--- src/rtl/exec_fsm.sv ---
// Decode/execute control FSM sitting behind the instruction-fetch FSM.
// Latency: NOP/JMP/BZ retire 3 cycles after ir_valid, ALU 6, STORE 6 + MFC wait, LOAD 7 + MFC wait.
// Backpressure: memory states wait on MFC and fault to HALT after MFC_TIMEOUT idle cycles.
module exec_fsm #(
  parameter int RAW         = 3,
  parameter int MFC_TIMEOUT = 15,
  parameter int CW          = 4
) (
  input  logic           clk,
  input  logic           rst,
  input  logic           ir_valid,
  input  logic [3:0]     opcode,
  input  logic [RAW-1:0] rd,
  input  logic [RAW-1:0] rs,
  input  logic           zero,
  input  logic           MFC,
  output logic           rf_out,
  output logic [RAW-1:0] rf_sel,
  output logic           rf_we,
  output logic           alu_a_en,
  output logic           alu_res_en,
  output logic           alu_res_out,
  output logic [2:0]     alu_op,
  output logic           mar_en,
  output logic           mdr_en_read,
  output logic           mdr_en_write,
  output logic           mdr_out,
  output logic           mem_en,
  output logic           mem_rw,
  output logic           pc_inc,
  output logic           pc_load,
  output logic           done,
  output logic           busy,
  output logic           halted,
  output logic           illegal,
  output logic           bus_err
);

  typedef enum logic [3:0] {
    S_IDLE, S_DECODE, S_ALU_A, S_ALU_B, S_WB, S_MEM_ADDR, S_RD_WAIT, S_RD_CAP,
    S_RD_WB, S_WR_DATA, S_WR_WAIT, S_FAULT, S_JMP, S_PC_INC, S_DONE, S_HALT
  } state_t;

  state_t        r_state;
  state_t        w_next;
  logic [CW-1:0] r_cnt;
  logic          w_limit;
  logic          w_is_ill;
  logic          w_wait_stay;
  logic [2:0]    w_alu_op;

  assign w_limit     = (r_cnt == CW'(MFC_TIMEOUT));
  assign w_is_ill    = (opcode >= 4'hA) && (opcode <= 4'hE);
  // Counter only runs while we remain in the same wait state; any entry clears it.
  assign w_wait_stay = (w_next == r_state) && ((r_state == S_RD_WAIT) || (r_state == S_WR_WAIT));
  assign w_alu_op    = 3'(opcode - 4'd1);

  // Next-state decode; opcode is held stable by fetch until done.
  always_comb begin
    w_next = r_state;
    case (r_state)
      S_IDLE:     if (ir_valid) w_next = S_DECODE;
      S_DECODE: begin
        case (opcode)
          4'h1, 4'h2, 4'h3, 4'h4, 4'h5: w_next = S_ALU_A;
          4'h6, 4'h7:                   w_next = S_MEM_ADDR;
          4'h8:                         w_next = S_JMP;
          4'h9:                         w_next = zero ? S_JMP : S_PC_INC;
          4'hF:                         w_next = S_HALT;
          default:                      w_next = S_PC_INC; // NOP and undefined opcodes
        endcase
      end
      S_ALU_A:    w_next = S_ALU_B;
      S_ALU_B:    w_next = S_WB;
      S_WB:       w_next = S_PC_INC;
      S_MEM_ADDR: w_next = (opcode == 4'h6) ? S_RD_WAIT : S_WR_DATA;
      // MFC arriving on the limit cycle still counts as a normal completion.
      S_RD_WAIT:  w_next = MFC ? S_RD_CAP : (w_limit ? S_FAULT : S_RD_WAIT);
      S_RD_CAP:   w_next = S_RD_WB;
      S_RD_WB:    w_next = S_PC_INC;
      S_WR_DATA:  w_next = S_WR_WAIT;
      S_WR_WAIT:  w_next = MFC ? S_PC_INC : (w_limit ? S_FAULT : S_WR_WAIT);
      S_FAULT:    w_next = S_HALT;
      S_JMP:      w_next = S_DONE;
      S_PC_INC:   w_next = S_DONE;
      S_DONE:     w_next = S_IDLE;
      S_HALT:     w_next = S_HALT;
      default:    w_next = S_IDLE;
    endcase
  end

  // State, wait counter and outputs; outputs are decoded from the next state so they
  // line up with the state register while coming straight out of flops.
  always_ff @(posedge clk or posedge rst) begin
    if (rst) begin
      r_state      <= S_IDLE;
      r_cnt        <= '0;
      rf_out       <= 1'b0;
      rf_sel       <= '0;
      rf_we        <= 1'b0;
      alu_a_en     <= 1'b0;
      alu_res_en   <= 1'b0;
      alu_res_out  <= 1'b0;
      alu_op       <= 3'd0;
      mar_en       <= 1'b0;
      mdr_en_read  <= 1'b0;
      mdr_en_write <= 1'b0;
      mdr_out      <= 1'b0;
      mem_en       <= 1'b0;
      mem_rw       <= 1'b0;
      pc_inc       <= 1'b0;
      pc_load      <= 1'b0;
      done         <= 1'b0;
      busy         <= 1'b0;
      halted       <= 1'b0;
      illegal      <= 1'b0;
      bus_err      <= 1'b0;
    end else begin
      r_state      <= w_next;
      r_cnt        <= w_wait_stay ? r_cnt + CW'(1) : '0;
      rf_out       <= 1'b0;
      rf_sel       <= '0;
      rf_we        <= 1'b0;
      alu_a_en     <= 1'b0;
      alu_res_en   <= 1'b0;
      alu_res_out  <= 1'b0;
      alu_op       <= 3'd0;
      mar_en       <= 1'b0;
      mdr_en_read  <= 1'b0;
      mdr_en_write <= 1'b0;
      mdr_out      <= 1'b0;
      mem_en       <= 1'b0;
      mem_rw       <= 1'b0;
      pc_inc       <= 1'b0;
      pc_load      <= 1'b0;
      done         <= 1'b0;
      busy         <= (w_next != S_IDLE) && (w_next != S_HALT);
      halted       <= (w_next == S_HALT);
      illegal      <= illegal | ((r_state == S_DECODE) && w_is_ill);
      bus_err      <= bus_err | (w_next == S_FAULT);
      case (w_next)
        S_ALU_A:    begin rf_out <= 1'b1; rf_sel <= rs; alu_a_en <= 1'b1;  alu_op <= w_alu_op; end
        S_ALU_B:    begin rf_out <= 1'b1; rf_sel <= rd; alu_res_en <= 1'b1; alu_op <= w_alu_op; end
        S_WB:       begin alu_res_out <= 1'b1; rf_we <= 1'b1; alu_op <= w_alu_op; end
        S_MEM_ADDR: begin rf_out <= 1'b1; rf_sel <= rs; mar_en <= 1'b1; end
        S_RD_WAIT:  begin mem_en <= 1'b1; mem_rw <= 1'b1; end
        S_RD_CAP:   begin mem_en <= 1'b1; mem_rw <= 1'b1; mdr_en_read <= 1'b1; end
        S_RD_WB:    begin mdr_out <= 1'b1; rf_we <= 1'b1; end
        S_WR_DATA:  begin rf_out <= 1'b1; rf_sel <= rd; mdr_en_write <= 1'b1; end
        S_WR_WAIT:  begin mem_en <= 1'b1; mem_rw <= 1'b0; end
        S_JMP:      begin rf_out <= 1'b1; rf_sel <= rs; pc_load <= 1'b1; end
        S_PC_INC:   pc_inc <= 1'b1;
        S_DONE:     done <= 1'b1;
        default:    ;
      endcase
    end
  end

endmodule
--- config.mk ---
export PLATFORM = sky130hd
export DESIGN_NAME = exec_fsm
export DESIGN_NICKNAME = d
export VERILOG_FILES = /design/src/rtl/exec_fsm.sv
export SDC_FILE = /design/constraint.sdc
export NUM_CORES = 1
export LEC_CHECK = 0
export BUFFER_PORTS_ARGS = -buffer_cell sky130_fd_sc_hd__buf_4
export CAP_MARGIN = 10
export CORE_ASPECT_RATIO = 1.5
export CORE_MARGIN = 4
export CORE_UTILIZATION = 35
export CTS_CLUSTER_SIZE = 16
export DETAILED_ROUTE_END_ITERATION = 7
export GPL_ROUTABILITY_DRIVEN = 1
export GPL_TIMING_DRIVEN = 0
export HOLD_SLACK_MARGIN = 0.02
export SYNTH_ARGS = -nofsm -noshare
export SYNTH_HDL_FRONTEND = slang
export SYNTH_SLANG_ARGS = --single-unit
--- constraint.sdc ---
create_clock -name clk -period 4.9 [get_ports clk]
set_input_delay 0.245 -clock clk [delete_from_list [all_inputs] [get_ports clk]]
set_output_delay 0.245 -clock clk [all_outputs]
set_load 0.005 [all_outputs]
# == Word-level counts from Yosys, hierarchy flattened ==
# Cells that the tools add are included.
# Widths: inputs -> output; s select.
# totals
reg_bits,32
latch_bits,0
ramBits,0
romBits,0
in_bits,15
output_inout_bits,24
elab_cells,115
memories,0
# op_classes
n_addsub,2
mul,0
div_mod_pow,0
magnitude_cmp,2
n_eq_ne,42
n_shift,0
muxes,26
bitwise_logic,2
reduce_logical,19
# op_table
operator,n
$eq 4x4->1 const B,20
$pmux 4 s13,1
$eq 4x3->1 const B,12
$eq 4x2->1 const B,6
$mux 4,5
$pmux 4 s5,1
$mux 1,16
$reduce_or 2->1,7
$reduce_or 5->1,2
$reduce_or 3->1,3
$eq 4x1->1 const B,2
$mux 3,2
$pmux 3 s2,1
$add 4x1->4 const B,1
$eq 4x4->1,1
$ge 4x4->1 const B,1
$le 4x4->1 const B,1
$logic_and 1x1->1,4
$logic_not 4->1,1
$ne 4x4->1 const B,1
$reduce_bool 4->1,1
$sub 3x1->3 const B,1
$or 1x1->1,2
$logic_or 1x1->1,1

# == Logic depth before layout (Yosys ltp) ==
# Gate-level depths: netlist (run 1).
# logic_depth
word_depth,7
ltp_mapped,10

# == Worst setup path after synthesis (run 1) ==
# OpenSTA, ideal clock, no wires.
# synth_timing
path_type,input to register
start,in opcode[0]
end,reg rf_sel[0]
arrival_ps,1753
setup_slack_ps,3016
cell_stages,9
n_path_buf,1
cell_sequence,inv_1 -> ha_1 -> buf_2 -> a2111oi_1 -> nor3_1 -> o2111ai_4 -> nor3_2 -> a32oi_1 -> o21ai_1
# synth_via
elab_chain_cells,7
# synth_lines
item,line_no,source
"start, declared",12,"input logic [3:0] opcode,"
$eq 4x1->1 (tied with other cells),64,case (opcode)
$reduce_or 5->1 / $reduce_or 2->1 (equally long branches),64,
$pmux 4 s5,64,
$pmux 4 s13 (*),61,case (r_state)
net w_next[2],45,state_t w_next;
$eq 4x4->1 (tied with other cells),141,case (w_next)
$reduce_or 3->1 (no line) / $reduce_or 2->1 (equally long branches),--,
$pmux 3 s2 (*),141,
"end signal, assigned",142,S_ALU_A: begin rf_out <= 1'b1; rf_sel <= rs; alu_a_en <= 1'b1; alu_op <= w_alu_op; end
"end signal, assigned",143,S_ALU_B: begin rf_out <= 1'b1; rf_sel <= rd; alu_res_en <= 1'b1; alu_op <= w_alu_op; end
"end signal, assigned",145,S_MEM_ADDR: begin rf_out <= 1'b1; rf_sel <= rs; mar_en <= 1'b1; end
"end, declared",18,"output logic [RAW-1:0] rf_sel,"
# Mark *: on every way through the listed nets, which the timed path passes. The rest lies on a longest branch.

# == Worst setup path in the final report (run 1) ==
# layout_timing
start,reg r_cnt[0]
end,reg rf_sel[2]
# layout_via
elab_chain_cells,7
# layout_lines
item,line_no,source
"start, declared",46,logic [CW-1:0] r_cnt;
"start signal, assigned",120,r_cnt <= w_wait_stay ? r_cnt + CW'(1) : '0;
$eq 4x4->1 (*),52,assign w_limit = (r_cnt == CW'(MFC_TIMEOUT));
$mux 1 / $mux 4 (equally long branches),"82, 78",
$mux 3 / $mux 4 (equally long branches),"82, 78",
$pmux 4 s13 (*),61,
net w_next[0],45,
$eq 4x4->1 (tied with other cells),141,
$reduce_or 3->1 (no line) / $reduce_or 2->1 (equally long branches),--,
$pmux 3 s2 (*),141,
# Marked as above.

==> impl_metrics.tcl, run 1 <==
set metrics [dict create \
    holdBufCountCts 0 \
    h-tree-depth 2 \
    fin_crit_sh_pct 44.5 \
    drc 0 \
    ys_ff_latch 32 \
    arrival_ns 2.33 \
    cpPeakStageDelay_ns 0.40 \
    wirelength_mm 3.69 \
    fillers 455 \
    syn_area_per_cell_um2 10.4 \
    stdcell_count 272 \
    synth_cell_types 49 \
    cts_root_buf "clkbuf_8" \
    place_worst_setup_slack_ns 2.58 \
    first_pass_iters 4 \
    path_max_fanout 6 \
    crit_slowest_cell "dfrtp_1" \
    diodes 0 \
    nets 227 \
    crit_path_end_kind "register" \
    coreArea_um2 4580 \
    cp_common_cell "o21ai_1" \
    cts.reportedPaths.clkPinSlew_ns 0.07 \
    clock-sinks 32 \
    worstPathCellList "ha_1, nand3_1, nor4b_1, o21ai_1, a21oi_4, inv_4, xnor2_1, o21ai_1" \
    max_cap_viol_count 0 \
    ios 39 \
    timing.slew.headroom_pct 54.3 \
    rsz0062_at_grt "no" \
    period_needed_ns 2.18 \
    grt_max_degree 33 \
    dp.cells 263 \
    hpwl_mm 2.75 \
    first_iter_violations 37 \
    cts_resized 0 \
    synth.net_count 181 \
    final_max_slew_viol_count 0 \
    die_w_um 64.4 \
    track_usage_pct 13.3 \
    path_buf_inv 1 \
    drive_gt1_share_pct 32.2 \
    ctsLongestPathBuffers 2 \
    max_freq_mhz 458 \
    final_common_cell "buf_4" \
    utilization_pct 47.5 \
    start_util_pct 36.5 \
    cts_made_buffers 5 \
    start_kind "register" \
    antenna_found_initial 0 \
    io_buffer_count 38 \
    multi_input_area_um2 774 \
    grt_overflow 0 \
    via_per_inst 4.91 \
    synth_edf_count 0 \
    fin_hold_ws_ns 0.0296 \
    gp_congestion 0.776 \
    powerDensity_nw_per_um2 578 \
    syn_to_final_growth_pct 30.2 \
    die_y_um 92.6 \
    clkLatencyLatePin_ns 0.28 \
    cts_tree "done" \
    fin_skew_ns 0.0112 \
    final-seq-area_um2 801 \
    postCtsSetupBuffers 0 \
    syn-instance-count 161 \
    status "finished, final reports clean" \
    die-area_um2 5960 \
    final-setup-viol-count 0 \
    synth-warning-count 0 \
    hold_viol 0 \
    worstHoldPathType "in2async" \
    peakVddDrop_mv 0.284 \
    tightest_slew_ns 0.685 \
    cp_data_required_time_ns 5.05 \
    seq_area_frac_synth_pct 47.9 \
    finalSetupTns_ns 0 \
    dr_total_vias 1336 \
    grt_pass1_vias 1299 \
    asyncSetResetFlopFracSynth_pct 100 \
    path_delay_family "compound AO/OA/AOI/OAI gates" \
    num_rows 30 \
    criticalPathCategory "reg2reg" \
    finalWorstSetupSlack_ns 2.72 \
    layout_common_cells "39 x buf_4, 32 x dfrtp_1, 17 x nor2_1, 10 x nand2_1, 9 x nor3_1" \
    synth_area_um2 1670 \
    grt_pass1_wl_mm 6.15 \
    p_leak_nw 0.997 \
    dominantRegCellSynth "dfrtp_1" \
    ant_nets 0 \
    wl_per_cell_um 13.6 \
]
==> sequential cells by signal, indices dropped and copies added (netlist names), 3 cells and up <==
register	count
alu_op	3
r_cnt	4
r_state	4
rf_sel	3
==> Yosys cell counts, types with 3 or more instances <==
cell      instances  area [um^2]
dfrtp_1          32          801
nor2_1           17         63.8
nand2_1          10         37.5
nor3_1            9         45.0
inv_1             8         30.0
nand2b_1          6         37.5
o21ai_1           6         30.0
a21oi_1           5         25.0
buf_2             5         25.0
ha_1              5         62.6
nand3_1           5         25.0
a32oi_1           3         26.3
xnor2_1           3         26.3
==> path summary, 6_finish.rpt <==
check                          start          to  slack [ns]  cells after the start
max                         r_cnt[0]   rf_sel[2]        2.72                      8
min                              rst      mar_en        0.03                      2
max reg2reg                 r_cnt[0]   rf_sel[2]        2.72                      8
min reg2reg                 r_cnt[0]    r_cnt[0]        0.47                      1
max in group asynchronous        rst  r_state[3]        4.38                      3
min in group clk           opcode[0]   alu_op[0]        0.14                      2
==> cell type report <==
type                            instances  share of cell area, %
Sequential cell                        32                   36.8
Clock buffer                            5                   3.16
Tap cell                               64                   3.68
Clock inverter                          3                   1.96
Timing Repair Buffer                   39                   14.4
Buffer                                  8                   2.53
Multi-Input combinational cell        111                   35.6
Inverter                               10                   1.84
==> through the flow <==
stage	total power, mW	area, um^2
floorplan	0.817	1670
detailed placement	1.02	2040
global placement	1.01	2040
CTS	1.27	2150
finish	1.26	2170
global route	1.35	2170
==> kinds of logic after synthesis <==
logic type	count (synthesis)	synth area share, %
AND/OR/NAND/NOR	63	20.0
AO/OA/AOI/OAI	39	20.5
XOR/XNOR	4	2.10
flip-flops	32	47.9
buffers and inverters	18	5.69
adder cells (fa/ha/maj)	5	3.75
==> per-layer routing <==
layer | GRT usage [%] | up-vias | part of all wire [%]
met2 | 22.9 | 32 | 52
met4 | 5.64 | 0 | 1.7
met5 | 0 | - | 0
met3 | 3.16 | 6 | 4.2
met1 | 15.5 | 638 | 42
li1 | - | 660 | -
==> where the power goes <==
| group | internal (mW) | switching (mW) | total, mW | leakage (nW) |
|---|---|---|---|---|
| clock network | 0.150 | 0.0950 | 0.245 | 0.0541 |
| logic | 0.262 | 0.375 | 0.637 | 0.525 |
| registers | 0.341 | 0.0326 | 0.374 | 0.418 |
| total | 0.754 | 0.502 | 1.26 | 0.997 |
Note: power is estimated with default switching activity, not from simulation.
==> run 2, diff against run 1 <==
==> constraint.sdc (replaced) <==
create_clock -name clk -period 2.2 [get_ports clk]
set_input_delay 0.11 -clock clk [delete_from_list [all_inputs] [get_ports clk]]
set_output_delay 0.11 -clock clk [all_outputs]
set_load 0.005 [all_outputs]
==> run 2 against run 1 <==
  * Sequential cell count did not move
  * Combinational power rose to 2.6 times the previous value
  * Die area did not move
  * Power rose by 140%
  * Clock skew rose by 0.0012 ns
  * Fmax rose by 4.8%
  * Via count rose by 1.4%
  * Cell count rose by 2.2%
  * Worst setup slack got worse by 2.6 ns
==> impl_metrics.tcl, run 2 (synthesis results as in run 1) <==
set metrics [dict create \
    final-setup-viol-count 0 \
    fin_skew_ns 0.0124 \
    hpwl_mm 2.75 \
    max_freq_mhz 481 \
    fin_crit_sh_pct 94.6 \
    grt_pass1_vias 1307 \
    powerDensity_nw_per_um2 1330 \
    ant_nets 0 \
    coreArea_um2 4580 \
    arrival_ns 2.24 \
    place_area_um2 2040 \
    grt_max_degree 33 \
    grt_overflow 0 \
    r2r-start "r_cnt[0]" \
    final_cell_area_um2 2290 \
    die-area_um2 5960 \
    start_kind "register" \
    cp_data_required_time_ns 2.36 \
    h-tree-depth 2 \
    tightest_slew_ns 0.591 \
    first_pass_iters 4 \
    final-seq-area_um2 801 \
    top_regs "r_cnt (4), r_state (4)" \
    layout_common_cells "42 x buf_4, 32 x dfrtp_1, 17 x nor2_1, 10 x nand2_1" \
    r2r_setup_slack_ns 0.12 \
    clock-sinks 32 \
    period_needed_ns 2.08 \
    r2r_end "rf_sel[2]" \
    timing.slew.headroom_pct 60.6 \
    clkLatencyLatePin_ns 0.28 \
    finalWorstSetupSlack_ns 0.119 \
    gp_congestion 0.776 \
    dr_total_vias 1355 \
    io_buffer_count 38 \
    grt_pass1_wl_mm 6.19 \
    die_y_um 92.6 \
    multi_input_area_um2 823 \
    path_buf_inv 1 \
    crit_slowest_cell "dfrtp_1" \
    path_delay_family "compound AO/OA/AOI/OAI gates" \
    worstPathCellList "ha_1, nand3_1, nor4b_2, o21ai_1, a21oi_4, inv_4, xnor2_2, o21ai_1" \
    cp_common_cell "o21ai_1" \
    status "finished, final reports clean" \
    criticalPathCategory "reg2reg" \
    holdPathStages 3 \
    drive_gt1_share_pct 35.5 \
    path_max_fanout 6 \
    cpPeakStageDelay_ns 0.40 \
    ctsLongestPathBuffers 2 \
    ios 39 \
    peakVddDrop_mv 0.683 \
    die_w_um 64.4 \
    dp.cells 263 \
    utilization_pct 49.9 \
    min_from "rd[1]" \
    stdcell_count 278 \
    drc 0 \
    wl_per_cell_um 13.5 \
    final_max_slew_viol_count 0 \
    hold_viol 0 \
    p_leak_nw 1.05 \
    syn_to_final_growth_pct 36.9 \
    wirelength_mm 3.76 \
    antenna_found_initial 0 \
    final_common_cell "buf_4" \
    max_cap_viol_count 0 \
    start_util_pct 36.5 \
    fin_hold_ws_ns 0.0592 \
    fillers 442 \
    num_rows 30 \
    nets 233 \
    track_usage_pct 13.4 \
    reg2reg_depth 8 \
    hold-path-endpoint "rf_sel[1]" \
    cts_made_buffers 5 \
    cts_root_buf "clkbuf_8" \
    cts_tree "done" \
    cts.reportedPaths.clkPinSlew_ns 0.07 \
    first_iter_violations 65 \
    via_per_inst 4.87 \
    place_worst_setup_slack_ns -0.0149 \
    worstHoldPathType "in2reg" \
    diodes 0 \
    crit_path_end_kind "register" \
]
## run 2: worst min-delay path, cell delays in order
cell	delay, ns
buf_4	0.08
a32oi_1	0.05
o21ai_1	0.07
## run 2: report_power, final
| part | switching [mW] | total, mW | leakage (nW) | internal (mW) |
|---|---|---|---|---|
| combinational | 0.912 | 1.66 | 0.573 | 0.744 |
| sequential | 0.0769 | 0.837 | 0.418 | 0.760 |
| clock | 0.214 | 0.548 | 0.0541 | 0.335 |
## run 2: how the worst max path moves through the flow
stage / startpoint / to / slack (ns) / depth (start not counted)
finish: r_cnt[0] / rf_sel[2] / 0.12 / 8
global route: r_cnt[0] / rf_sel[2] / -0.004 / 8
floorplan: r_cnt[0] / rf_out / 0.37 / 8
detailed placement: r_cnt[0] / rf_sel[2] / -0.01 / 8
CTS: r_cnt[0] / rf_sel[2] / 0.08 / 7
global placement: opcode[0] / alu_a_en / 0.03 / 10
## run 2: area by class of cell
| cell class | instances | share of cell area [%] |
|---|---|---|
| plain buffers | 8 | 2.41 |
| clock buffers | 5 | 3.01 |
| clock inverters | 3 | 1.86 |
| inverters | 10 | 1.75 |
| multi-input cells | 111 | 36.0 |
| flip-flops and latches | 32 | 35.0 |
| well taps | 64 | 3.50 |
| repair buffers | 45 | 16.4 |
## run 2: what timing repair did
action / in CTS / in global routing
setup buffers: 0 / 4
hold buffers: 1 / 1
setup endpoints to repair: 1 / 10
pin swaps: 0 / 2
hold endpoints to repair: 1 / 13
resized for setup: 1 / 7
## run 2: per-stage QoR
stage	total power [mW]	setup TNS, ns
floorplan	1.82	0
global placement	2.26	0
detailed placement	2.26	-0.0149
CTS	2.85	0
global route	3.26	-0.00366
finish	3.04	0
## run 2: metal layers
metal | GRT usage [%] | routed length [um] | vias to the layer above
li1 | - | - | 672
met4 | 5.64 | 51 | 0
met2 | 23.1 | 1980 | 35
met5 | 0 | 0 | -
met3 | 3.16 | 165 | 4
met1 | 15.7 | 1550 | 644
==> run 3, diff against run 2 <==
--- a/config.mk
+++ b/config.mk
@@ -7,14 +7,17 @@
 export LEC_CHECK = 0
 export BUFFER_PORTS_ARGS = -buffer_cell sky130_fd_sc_hd__buf_4
 export CAP_MARGIN = 10
+export CELL_PAD_IN_SITES_DETAIL_PLACEMENT = 0
+export CELL_PAD_IN_SITES_GLOBAL_PLACEMENT = 2
 export CORE_ASPECT_RATIO = 1.5
 export CORE_MARGIN = 4
-export CORE_UTILIZATION = 35
+export CORE_UTILIZATION = 33
 export CTS_CLUSTER_SIZE = 16
 export DETAILED_ROUTE_END_ITERATION = 7
 export GPL_ROUTABILITY_DRIVEN = 1
 export GPL_TIMING_DRIVEN = 0
 export HOLD_SLACK_MARGIN = 0.02
+export PLACE_DENSITY_LB_ADDON = 0.1
 export SYNTH_ARGS = -nofsm -noshare
 export SYNTH_HDL_FRONTEND = slang
 export SYNTH_SLANG_ARGS = --single-unit
==> run 3 against run 2 <==
  * Sequential share of layout area increased by 0.82 points
  * Non-clock buffer count shrank 2
  * Global-route usage rose by 0.28 points
  * Critical path type unchanged
==> impl_metrics.tcl, run 3 (synthesis results as in run 1) <==
set metrics [dict create \
    place_area_um2 2040 \
    start_util_pct 34.5 \
    start_kind "register" \
    timing.slew.headroom_pct 67.7 \
    wirelength_mm 3.92 \
    gp_congestion 0.723 \
    grt_pass1_wl_mm 6.62 \
    period_needed_ns 2.07 \
    num_rows 31 \
    via_per_inst 5.03 \
    rsz0062_at_grt "no" \
    top_regs "r_cnt (4), r_state (4)" \
    ant_nets 0 \
    power_mw 2.94 \
    fin_skew_ns 0.00489 \
    path_buf_inv 1 \
    nets 231 \
    cts_made_buffers 5 \
    grtUsageMet2_pct 23.1 \
    place_worst_setup_slack_ns -0.0249 \
    final_common_cell "buf_4" \
    die_w_um 66.1 \
    crit_path_end_kind "register" \
    grt_pass1_vias 1367 \
    cts.reportedPaths.clkPinSlew_ns 0.07 \
    first_iter_violations 57 \
    fillers 473 \
    syn_to_final_growth_pct 33.7 \
    path_delay_family "compound AO/OA/AOI/OAI gates" \
    path_max_fanout 5 \
    worstPathCellList "ha_1, nand3_1, nor4b_1, o21ai_1, a21oi_4, inv_4, xnor2_2, o21ai_1" \
    crit_slowest_cell "dfrtp_1" \
    hold_viol 0 \
    grt_max_degree 33 \
    finalWorstSetupSlack_ns 0.131 \
    cts_root_buf "clkbuf_8" \
    peakVddDrop_mv 0.543 \
    final_max_slew_viol_count 0 \
    wl_per_cell_um 14.1 \
    ctsLongestPathBuffers 2 \
    io_buffer_count 38 \
    grt_busiest_layer "met2" \
    arrival_ns 2.22 \
    final_cell_area_um2 2230 \
    layout_common_cells "41 x buf_4, 32 x dfrtp_1, 17 x nor2_1, 10 x nand2_1, 9 x nor3_1" \
    die-area_um2 6290 \
    grt_overflow 0 \
    clock-sinks 32 \
    hpwl_mm 2.95 \
    first_pass_iters 4 \
    h-tree-depth 2 \
    drc 0 \
    powerDensity_nw_per_um2 1320 \
    cp_common_cell "o21ai_1" \
    p_leak_nw 1.02 \
    diodes 0 \
    coreArea_um2 4850 \
    antenna_found_initial 0 \
    met3_usage_pct 3.77 \
    tightest_slew_ns 0.485 \
    drive_gt1_share_pct 33.5 \
    status "finished, final reports clean" \
    fin_hold_ws_ns 0.0618 \
    dr_total_vias 1398 \
    finalSetupTns_ns 0 \
    fin_crit_sh_pct 94.0 \
    final-setup-viol-count 0 \
    cp_data_required_time_ns 2.35 \
    max_cap_viol_count 0 \
    max_freq_mhz 483 \
    criticalPathCategory "reg2reg" \
    die_y_um 95.1 \
    cpPeakStageDelay_ns 0.40 \
    cts_tree "done" \
    grtUsageMet1_pct 16.5 \
    track_usage_pct 13.7 \
    ios 39 \
    worstHoldPathType "in2reg" \
    clkLatencyLatePin_ns 0.28 \
]
run 3: path summary, 6_finish.rpt:
| path | start | to | slack [ns] | depth (start not counted) |
|---|---|---|---|---|
| max | r_cnt[0] | rf_out | 0.13 | 8 |
| min | rd[2] | rf_sel[2] | 0.06 | 3 |
| max reg2reg | r_cnt[0] | rf_out | 0.13 | 8 |
| min reg2reg | r_cnt[0] | r_cnt[0] | 0.46 | 1 |
| max in group asynchronous | rst | r_state[1] | 1.44 | 4 |
| min in group asynchronous | rst | busy | 0.34 | 3 |
run 3: worst min-delay path: stages:
cell and delay (ns):
buf_4 0.08, a32oi_1 0.04, o21ai_1 0.07
run 3: what timing repair did:
item	CTS	global route
hold buffers	1	1
resized for setup	1	2
hold endpoints to repair	1	11
setup endpoints to repair	4	9
setup buffers	0	2
pin swaps	0	2
run 3: through the flow:
| stage | utilization (%) | std cells |
|---|---|---|
| 4_1_cts | 44.7 | 274 |
| 5_1_grt | 46.1 | 278 |
| 3_3_place_gp | 42.0 | 265 |
| 2_1_floorplan | - | 161 |
| 3_5_place_dp | 42.0 | 265 |
| 6_report | 46.1 | 278 |
run 3: cell type report:
cell class | instances | area [um^2] | share of cell area [%]
Clock inverter | 3 | 42.5 | 1.90
Buffer | 8 | 55.1 | 2.46
Clock buffer | 5 | 68.8 | 3.08
Timing Repair Buffer | 43 | 348 | 15.6
Tap cell | 66 | 82.6 | 3.70
Sequential cell | 32 | 801 | 35.9
Multi-Input combinational cell | 111 | 796 | 35.6
Inverter | 10 | 40.0 | 1.79
run 3: per-layer routing:
metal / vias to the layer above / share of wire [%] / routed length [um]
li1: 669 / - / -
met1: 679 / 40 / 1560
met2: 46 / 53 / 2060
met3: 4 / 6.2 / 242
met4: 0 / 1.3 / 51
met5: - / 0 / 0
run 3: report_power, final:
part           switching, mW  leakage (nW)  internal, mW  total, mW
clock                  0.224        0.0541         0.335      0.558
combinational          0.885         0.547         0.669       1.55
sequential            0.0702         0.418         0.760      0.830
total                   1.18          1.02          1.76       2.94
